===== config.mk =====
export PLATFORM = sky130hd
export DESIGN_NAME = control_unit_multi
export DESIGN_NICKNAME = d
export VERILOG_FILES = /design/src/rtl/control_unit_multi.sv
export SDC_FILE = /design/constraint.sdc
export NUM_CORES = 1
export LEC_CHECK = 0
export CAP_MARGIN = 40
export CORE_AREA = 2 2 99 92
export DETAILED_ROUTE_END_ITERATION = 10
export DIE_AREA = 0 0 101 94
export GPL_TIMING_DRIVEN = 0
export HOLD_SLACK_MARGIN = 0.05
export PLACE_DENSITY = 0.83
export SLEW_MARGIN = 20
export SYNTH_ARGS = -nofsm -noshare
export SYNTH_HDL_FRONTEND = slang
export SYNTH_SLANG_ARGS = --single-unit

===== constraint.sdc =====
create_clock -name i_clk -period 4 [get_ports i_clk]
set_input_delay 0.4 -clock i_clk [delete_from_list [all_inputs] [get_ports i_clk]]
set_output_delay 0.4 -clock i_clk [all_outputs]
set_load 0.02 [all_outputs]

===== src/rtl/control_unit_multi.sv =====
// rtl/control_unit_multi.sv - byte-stream command decoder driving N parallel DSP pipelines
// Fetches opcode and MSB-first operands, raises a held one-hot request, waits for ack/swap, reports status.
module control_unit_multi #(
  parameter int n_pipelines    = 2,
  parameter int n_blocks       = 32,
  parameter int reg_addr_width = 4,
  parameter int instr_width    = 32,
  parameter int data_width     = 16,
  parameter int ack_timeout    = 255
) (
  input  logic                          i_clk,
  input  logic                          i_reset,
  input  logic [7:0]                    i_in_byte,
  input  logic                          i_in_ready,
  output logic                          o_next,
  output logic [$clog2(n_blocks)-1:0]   o_block_target,
  output logic [reg_addr_width-1:0]     o_reg_target,
  output logic [instr_width-1:0]        o_instr_out,
  output logic [data_width-1:0]         o_data_out,
  output logic [n_pipelines-1:0]        o_instr_write,
  output logic [n_pipelines-1:0]        o_reg_write,
  output logic [n_pipelines-1:0]        o_reg_update,
  output logic [n_pipelines-1:0]        o_alloc_sram_delay,
  output logic [n_pipelines-1:0]        o_reset_pipeline,
  input  logic [n_pipelines-1:0]        i_cmd_ack,
  output logic                          o_swap_pipelines,
  input  logic                          i_pipelines_swapping,
  output logic [7:0]                    o_status_byte,
  output logic                          o_status_valid,
  output logic                          o_busy
);

  localparam int BW = $clog2(n_blocks);
  localparam int TW = (ack_timeout < 2) ? 1 : $clog2(ack_timeout);
  localparam logic [TW-1:0] TMO_LAST    = TW'(ack_timeout - 1);
  localparam logic [7:0]    DATA_BYTES  = 8'(data_width / 8);
  localparam logic [7:0]    INSTR_BYTES = 8'(instr_width / 8);
  localparam logic [4:0]    PIPE_LIMIT  = 5'(n_pipelines);

  localparam logic [3:0] OP_WRITE_INSTR = 4'h1;
  localparam logic [3:0] OP_WRITE_REG   = 4'h2;
  localparam logic [3:0] OP_UPDATE_REG  = 4'h3;
  localparam logic [3:0] OP_ALLOC_DELAY = 4'h4;
  localparam logic [3:0] OP_SWAP        = 4'h5;
  localparam logic [3:0] OP_RESET_PIPE  = 4'h6;

  localparam logic [7:0] STS_OK       = 8'h00;
  localparam logic [7:0] STS_BAD_OP   = 8'h01;
  localparam logic [7:0] STS_BAD_PIPE = 8'h02;
  localparam logic [7:0] STS_TIMEOUT  = 8'h03;

  typedef enum logic [3:0] {
    ST_READY, ST_DECODE, ST_GET_BLOCK, ST_GET_REG, ST_GET_DATA,
    ST_GET_INSTR, ST_ISSUE, ST_WAIT_ACK, ST_SWAP_WAIT, ST_REPORT
  } state_t;

  state_t          r_state;
  logic [3:0]      r_op;
  logic [3:0]      r_pipe;
  logic            r_cool;
  logic [7:0]      r_left;
  logic [TW-1:0]   r_tmo;
  logic            r_swap_phase;

  logic                   w_fetch;
  logic                   w_take;
  logic                   w_ack;
  logic                   w_tmo_done;
  logic [n_pipelines-1:0] w_onehot;
  logic [data_width-1:0]  w_data_next;
  logic [instr_width-1:0] w_instr_next;

  assign w_fetch    = r_state inside {ST_READY, ST_GET_BLOCK, ST_GET_REG, ST_GET_DATA, ST_GET_INSTR};
  assign w_take     = w_fetch && i_in_ready && !r_cool;
  assign w_ack      = |(i_cmd_ack & w_onehot);
  assign w_tmo_done = (r_tmo == TMO_LAST);

  always_comb begin
    w_onehot = '0;
    for (int i = 0; i < n_pipelines; i++) begin
      w_onehot[i] = (r_pipe == 4'(i));
    end
  end

  // MSB-first shift: the oldest byte falls off the top once the field is full
  generate
    if (data_width > 8) begin : g_data_shift
      assign w_data_next = {o_data_out[data_width-9:0], i_in_byte};
    end else begin : g_data_byte
      assign w_data_next = i_in_byte;
    end
    if (instr_width > 8) begin : g_instr_shift
      assign w_instr_next = {o_instr_out[instr_width-9:0], i_in_byte};
    end else begin : g_instr_byte
      assign w_instr_next = i_in_byte;
    end
  endgenerate

  always_ff @(posedge i_clk) begin
    if (i_reset) begin
      r_state            <= ST_READY;
      r_op               <= '0;
      r_pipe             <= '0;
      r_cool             <= 1'b0;
      r_left             <= '0;
      r_tmo              <= '0;
      r_swap_phase       <= 1'b0;
      o_next             <= 1'b0;
      o_block_target     <= '0;
      o_reg_target       <= '0;
      o_instr_out        <= '0;
      o_data_out         <= '0;
      o_instr_write      <= '0;
      o_reg_write        <= '0;
      o_reg_update       <= '0;
      o_alloc_sram_delay <= '0;
      o_reset_pipeline   <= '0;
      o_swap_pipelines   <= 1'b0;
      o_status_byte      <= '0;
      o_status_valid     <= 1'b0;
      o_busy             <= 1'b0;
    end else begin
      o_next           <= w_take;
      r_cool           <= w_take;
      o_swap_pipelines <= 1'b0;
      o_status_valid   <= 1'b0;

      case (r_state)
        ST_READY: begin
          if (w_take) begin
            r_op    <= i_in_byte[7:4];
            r_pipe  <= i_in_byte[3:0];
            r_state <= ST_DECODE;
            o_busy  <= 1'b1;
          end
        end

        ST_DECODE: begin
          r_tmo        <= '0;
          r_swap_phase <= 1'b0;
          if (r_op == 4'h0 || r_op > OP_RESET_PIPE) begin
            o_status_byte  <= STS_BAD_OP;
            o_status_valid <= 1'b1;
            r_state        <= ST_REPORT;
          end else if (r_op != OP_SWAP && {1'b0, r_pipe} >= PIPE_LIMIT) begin
            o_status_byte  <= STS_BAD_PIPE;
            o_status_valid <= 1'b1;
            r_state        <= ST_REPORT;
          end else begin
            case (r_op)
              OP_WRITE_INSTR, OP_WRITE_REG, OP_UPDATE_REG: r_state <= ST_GET_BLOCK;
              OP_ALLOC_DELAY: begin
                r_left  <= DATA_BYTES;
                r_state <= ST_GET_DATA;
              end
              OP_SWAP: begin
                o_swap_pipelines <= 1'b1;
                r_state          <= ST_SWAP_WAIT;
              end
              default: r_state <= ST_ISSUE;
            endcase
          end
        end

        ST_GET_BLOCK: begin
          if (w_take) begin
            o_block_target <= i_in_byte[BW-1:0];
            if (r_op == OP_WRITE_INSTR) begin
              r_left  <= INSTR_BYTES;
              r_state <= ST_GET_INSTR;
            end else begin
              r_state <= ST_GET_REG;
            end
          end
        end

        ST_GET_REG: begin
          if (w_take) begin
            o_reg_target <= i_in_byte[reg_addr_width-1:0];
            r_left       <= DATA_BYTES;
            r_state      <= ST_GET_DATA;
          end
        end

        ST_GET_DATA: begin
          if (w_take) begin
            o_data_out <= w_data_next;
            r_left     <= r_left - 8'd1;
            if (r_left == 8'd1) r_state <= ST_ISSUE;
          end
        end

        ST_GET_INSTR: begin
          if (w_take) begin
            o_instr_out <= w_instr_next;
            r_left      <= r_left - 8'd1;
            if (r_left == 8'd1) r_state <= ST_ISSUE;
          end
        end

        ST_ISSUE: begin
          r_tmo <= '0;
          case (r_op)
            OP_WRITE_INSTR: o_instr_write      <= w_onehot;
            OP_WRITE_REG:   o_reg_write        <= w_onehot;
            OP_UPDATE_REG:  o_reg_update       <= w_onehot;
            OP_ALLOC_DELAY: o_alloc_sram_delay <= w_onehot;
            default:        o_reset_pipeline   <= w_onehot;
          endcase
          r_state <= ST_WAIT_ACK;
        end

        // ack is checked ahead of the timeout so a coinciding ack still succeeds
        ST_WAIT_ACK: begin
          if (w_ack || w_tmo_done) begin
            o_instr_write      <= '0;
            o_reg_write        <= '0;
            o_reg_update       <= '0;
            o_alloc_sram_delay <= '0;
            o_reset_pipeline   <= '0;
            o_status_byte      <= w_ack ? STS_OK : STS_TIMEOUT;
            o_status_valid     <= 1'b1;
            r_state            <= ST_REPORT;
          end else begin
            r_tmo <= r_tmo + TW'(1);
          end
        end

        ST_SWAP_WAIT: begin
          if (!r_swap_phase && i_pipelines_swapping) begin
            r_swap_phase <= 1'b1;
            r_tmo        <= '0;
          end else if (r_swap_phase && !i_pipelines_swapping) begin
            o_status_byte  <= STS_OK;
            o_status_valid <= 1'b1;
            r_state        <= ST_REPORT;
          end else if (w_tmo_done) begin
            o_status_byte  <= STS_TIMEOUT;
            o_status_valid <= 1'b1;
            r_state        <= ST_REPORT;
          end else begin
            r_tmo <= r_tmo + TW'(1);
          end
        end

        ST_REPORT: begin
          r_state <= ST_READY;
          o_busy  <= 1'b0;
        end

        default: begin
          r_state <= ST_READY;
          o_busy  <= 1'b0;
        end
      endcase
    end
  end

endmodule

==> impl_metrics.json <==
{
  "antenna_found_initial": 0,
  "hold_path.class": "flip-flop to flip-flop",
  "grt_overflow": 0,
  "worst_path_most_repeated_cell": "clkbuf_1",
  "rsz0062_at_grt": "false",
  "tns_ps": 0,
  "dp_hpwl_mm": 9.158,
  "ctsResizeCount": 0,
  "portBuffers": 86,
  "ir_drop_uv": 239.4,
  "crit_buf_inv": 3,
  "gp_congestion": 0.9228,
  "place_area_um2": 5567,
  "area_delta_synth_final_pct": 26.48,
  "dieArea_um2": 9494,
  "ys_seq_area_frac": 0.4479,
  "async_flop_share": 0,
  "grt_pass1_wl_mm": 20.52,
  "pwr-share-seq": 0.410,
  "rows": 32,
  "holdWs_ps": 460.5,
  "post_cts_buffers": 0,
  "boundaryPins": 93,
  "synth-simple-area-share": 0.2569,
  "cts_tree": "done",
  "cp_cell_sequence": "buf_4 -> nor3b_1 -> and3_1 -> clkbuf_1 -> clkbuf_1 -> nand2_1 -> a21oi_1",
  "cts-root-buf": "clkbuf_8",
  "p_int_mw": 1.744,
  "switchingPower_mw": 1.058,
  "synth-xor-area-share": 0,
  "status": "completed",
  "first_global_vias": 4285,
  "grt_util_all_layers": 0.2729,
  "firstDrtPassIters": 5,
  "cp_max_fo": 10,
  "drtAntennaViolNets": 0,
  "postCtsHoldBufs": 0,
  "crit_slowest_cell": "nor3b_1",
  "pwr-share-comb": 0.355,
  "critPathKind": "flip-flop to flip-flop",
  "clk_pin_slew_worst_paths_ps": 110,
  "die_w_um": 101,
  "via_per_inst": 5.741,
  "reg2reg_slack_ps": 1620,
  "pre_cts_slack_ps": 1405,
  "fmax_mhz": 419.4,
  "drcViolationCount": 0,
  "synth_edf_count": 0,
  "finalSetupViolCount": 0,
  "grt_max_degree": 20,
  "coreArea_um2": 8408,
  "leakage_nw": 2.073,
  "final_common_cell": "nand2_1",
  "finalInstanceArea_um2": 5767,
  "synth_top_family_by_area": "simple AND/OR/NAND/NOR gates",
  "drive_gt1_frac": 0.05547,
  "cap_violations": 0,
  "synth-seq-cells": 102,
  "synth_compound_area_frac": 0.1748,
  "syn_inst": 560,
  "relSlewSlack": 0.4560,
  "cts_buffers": 9,
  "hold_viol_final": 0,
  "worstSetupEndpointType": "flip-flop",
  "p_sw_frac": 0.3775,
  "syn_avg_cell_area_um2": 8.142,
  "synth_flop_cell": "dfxtp_1",
  "post-place-cells": 753,
  "worst_setup_path_start_kind": "flip-flop",
  "crit_family": "simple AND/OR/NAND/NOR gates",
  "mostFrequentLayoutCells": "nand2_1, dfxtp_1, clkdlybuf4s50_1, a21oi_1, nor2_1",
  "yosysWarnings": 0,
  "clock_power_share": 0.235,
  "worst_slew_pin_slew_ps": 814.3,
  "period_needed_ps": 2384,
  "power_density_nw_per_um2": 485.9,
  "synthAdderAreaFrac": 0.01098,
  "report.final.slew_viol_count": 0,
  "layout_setup_ws_ps": 1616,
  "wl_per_cell_um": 16.37,
  "synth_cell_types": 60,
  "critPathMaxStageDelay_ps": 680,
  "final_cells": 769,
  "netlist_area_um2": 4559,
  "finalCritPeriodShare": 0.5960,
  "die_h_um": 94,
  "drt-total-wl_mm": 12.59,
  "cp_data_arrival_time_ps": 2690,
  "vias": 4415,
  "drtIter0Drc": 315,
  "critical_path_required_ps": 4300,
  "fillers": 702,
  "cts.sinks": 102,
  "start_util": 0.5423,
  "clk-insertion-delay-late_ps": 370,
  "synth_mux_area_frac": 0.05708,
  "htreeDepth": 3,
  "ctsLongestPathBuffers": 2,
  "n_antenna_cell": 0,
  "fin_skew_ps": 12.77,
  "final_nets": 680
}
per-stage QoR:
step	total power, mW	utilization
after floorplan	1.889	-
after global placement	2.109	0.6621
after detailed placement	2.142	0.6621
after CTS	2.794	0.6859
after global routing	2.961	0.6859
final	2.802	0.6859
cell type report:
class                      count  area (µm²)  area share
multi-input combinational    410        2301      0.3990
inverter                       9       33.78    0.005858
clock inverter                 6       62.56     0.01085
buffer                        44       201.4     0.03493
sequential                   102        2042      0.3541
clock buffer                  10       137.6     0.02387
tap                          102       127.6     0.02213
timing repair buffer          86       860.8      0.1493
cell families after synthesis:
| group | after synthesis |
|---|---|
| buffers and inverters | 53 |
| DFF | 102 |
| muxes | 26 |
| AOI/OAI and AO/OA | 128 |
| and+or+nand+nor | 246 |
| adders and majority gates | 4 |
| other | 1 |
metal layers:
layer,track usage,share of wire,wire length (µm),up-vias
met2,0.4389,0.47,5947,156
met3,0.06845,0.063,787,20
met4,0.07320,0.013,166,0
met1,0.3658,0.45,5690,2094
li1,-,-,-,2145
met5,0,0,0,-
worst reg2reg max path, delay by kind of cell, from the launching register on:
kind | cells | cell delay, ps
AOI/OAI and AO/OA | 1 | 140
buffers and inverters | 3 | 750
DFF | 1 | 330
and+or+nand+nor | 3 | 1100
synth_stat cells, drive strengths merged, types with 3 or more instances:
master  count  area, µm²
a211oi      6      50.05
a21oi      66      330.3
a221oi      3      32.53
a31oi      14      87.58
and2        3      18.77
and3        3      18.77
buf        11      77.57
clkbuf     33      123.9
dfxtp     102       2042
ha          4      50.05
inv         9      33.78
mux2i      26      260.3
nand2     112      420.4
nand2b     11      68.82
nand3       8      40.04
nand4       6      37.54
nor2       57      214.0
nor2b       6      37.54
nor3        9      45.04
nor3b       3      22.52
nor4b       5      56.31
o21a        3      22.52
o21ai      12      63.81
o31ai       6      45.04
or3         5      31.28
or4         3      26.27
state kept, by name (all words and copies together) (netlist names), 2 cells and up:
| name | cells |
|---|---|
| r_op | 4 |
| o_reg_update | 2 |
| o_reset_pipeline | 2 |
| o_status_byte | 2 |
| o_instr_write | 2 |
| o_alloc_sram_delay | 2 |
| o_block_target | 5 |
| o_data_out | 16 |
| o_reg_write | 2 |
| r_state | 4 |
| r_pipe | 4 |
| r_left | 8 |
| r_tmo | 8 |
| o_instr_out | 32 |
| o_reg_target | 4 |
path summary, 6_finish.rpt:
kind	start	to	depth (start not counted)
min	o_instr_out[30]$_SDFFE_PP0P_	o_instr_out[30]$_SDFFE_PP0P_	2
max reg2reg	r_state[3]$_SDFFE_PP0P_	o_instr_out[16]$_SDFFE_PP0P_	7
min reg2reg	o_instr_out[30]$_SDFFE_PP0P_	o_instr_out[30]$_SDFFE_PP0P_	2
max	r_state[3]$_SDFFE_PP0P_	o_instr_out[16]$_SDFFE_PP0P_	7
power by group through the flow:
stage | logic [mW] | registers [mW] | clock network (mW)
CTS | 0.985 | 1.15 | 0.662
floorplan | 0.703 | 1.19 | 0
finish | 0.995 | 1.15 | 0.657
detailed placement | 0.972 | 1.17 | 0
global route | 1.10 | 1.16 | 0.703
global placement | 0.943 | 1.17 | 0
No activity file was read; power rests on OpenSTA's default activity.
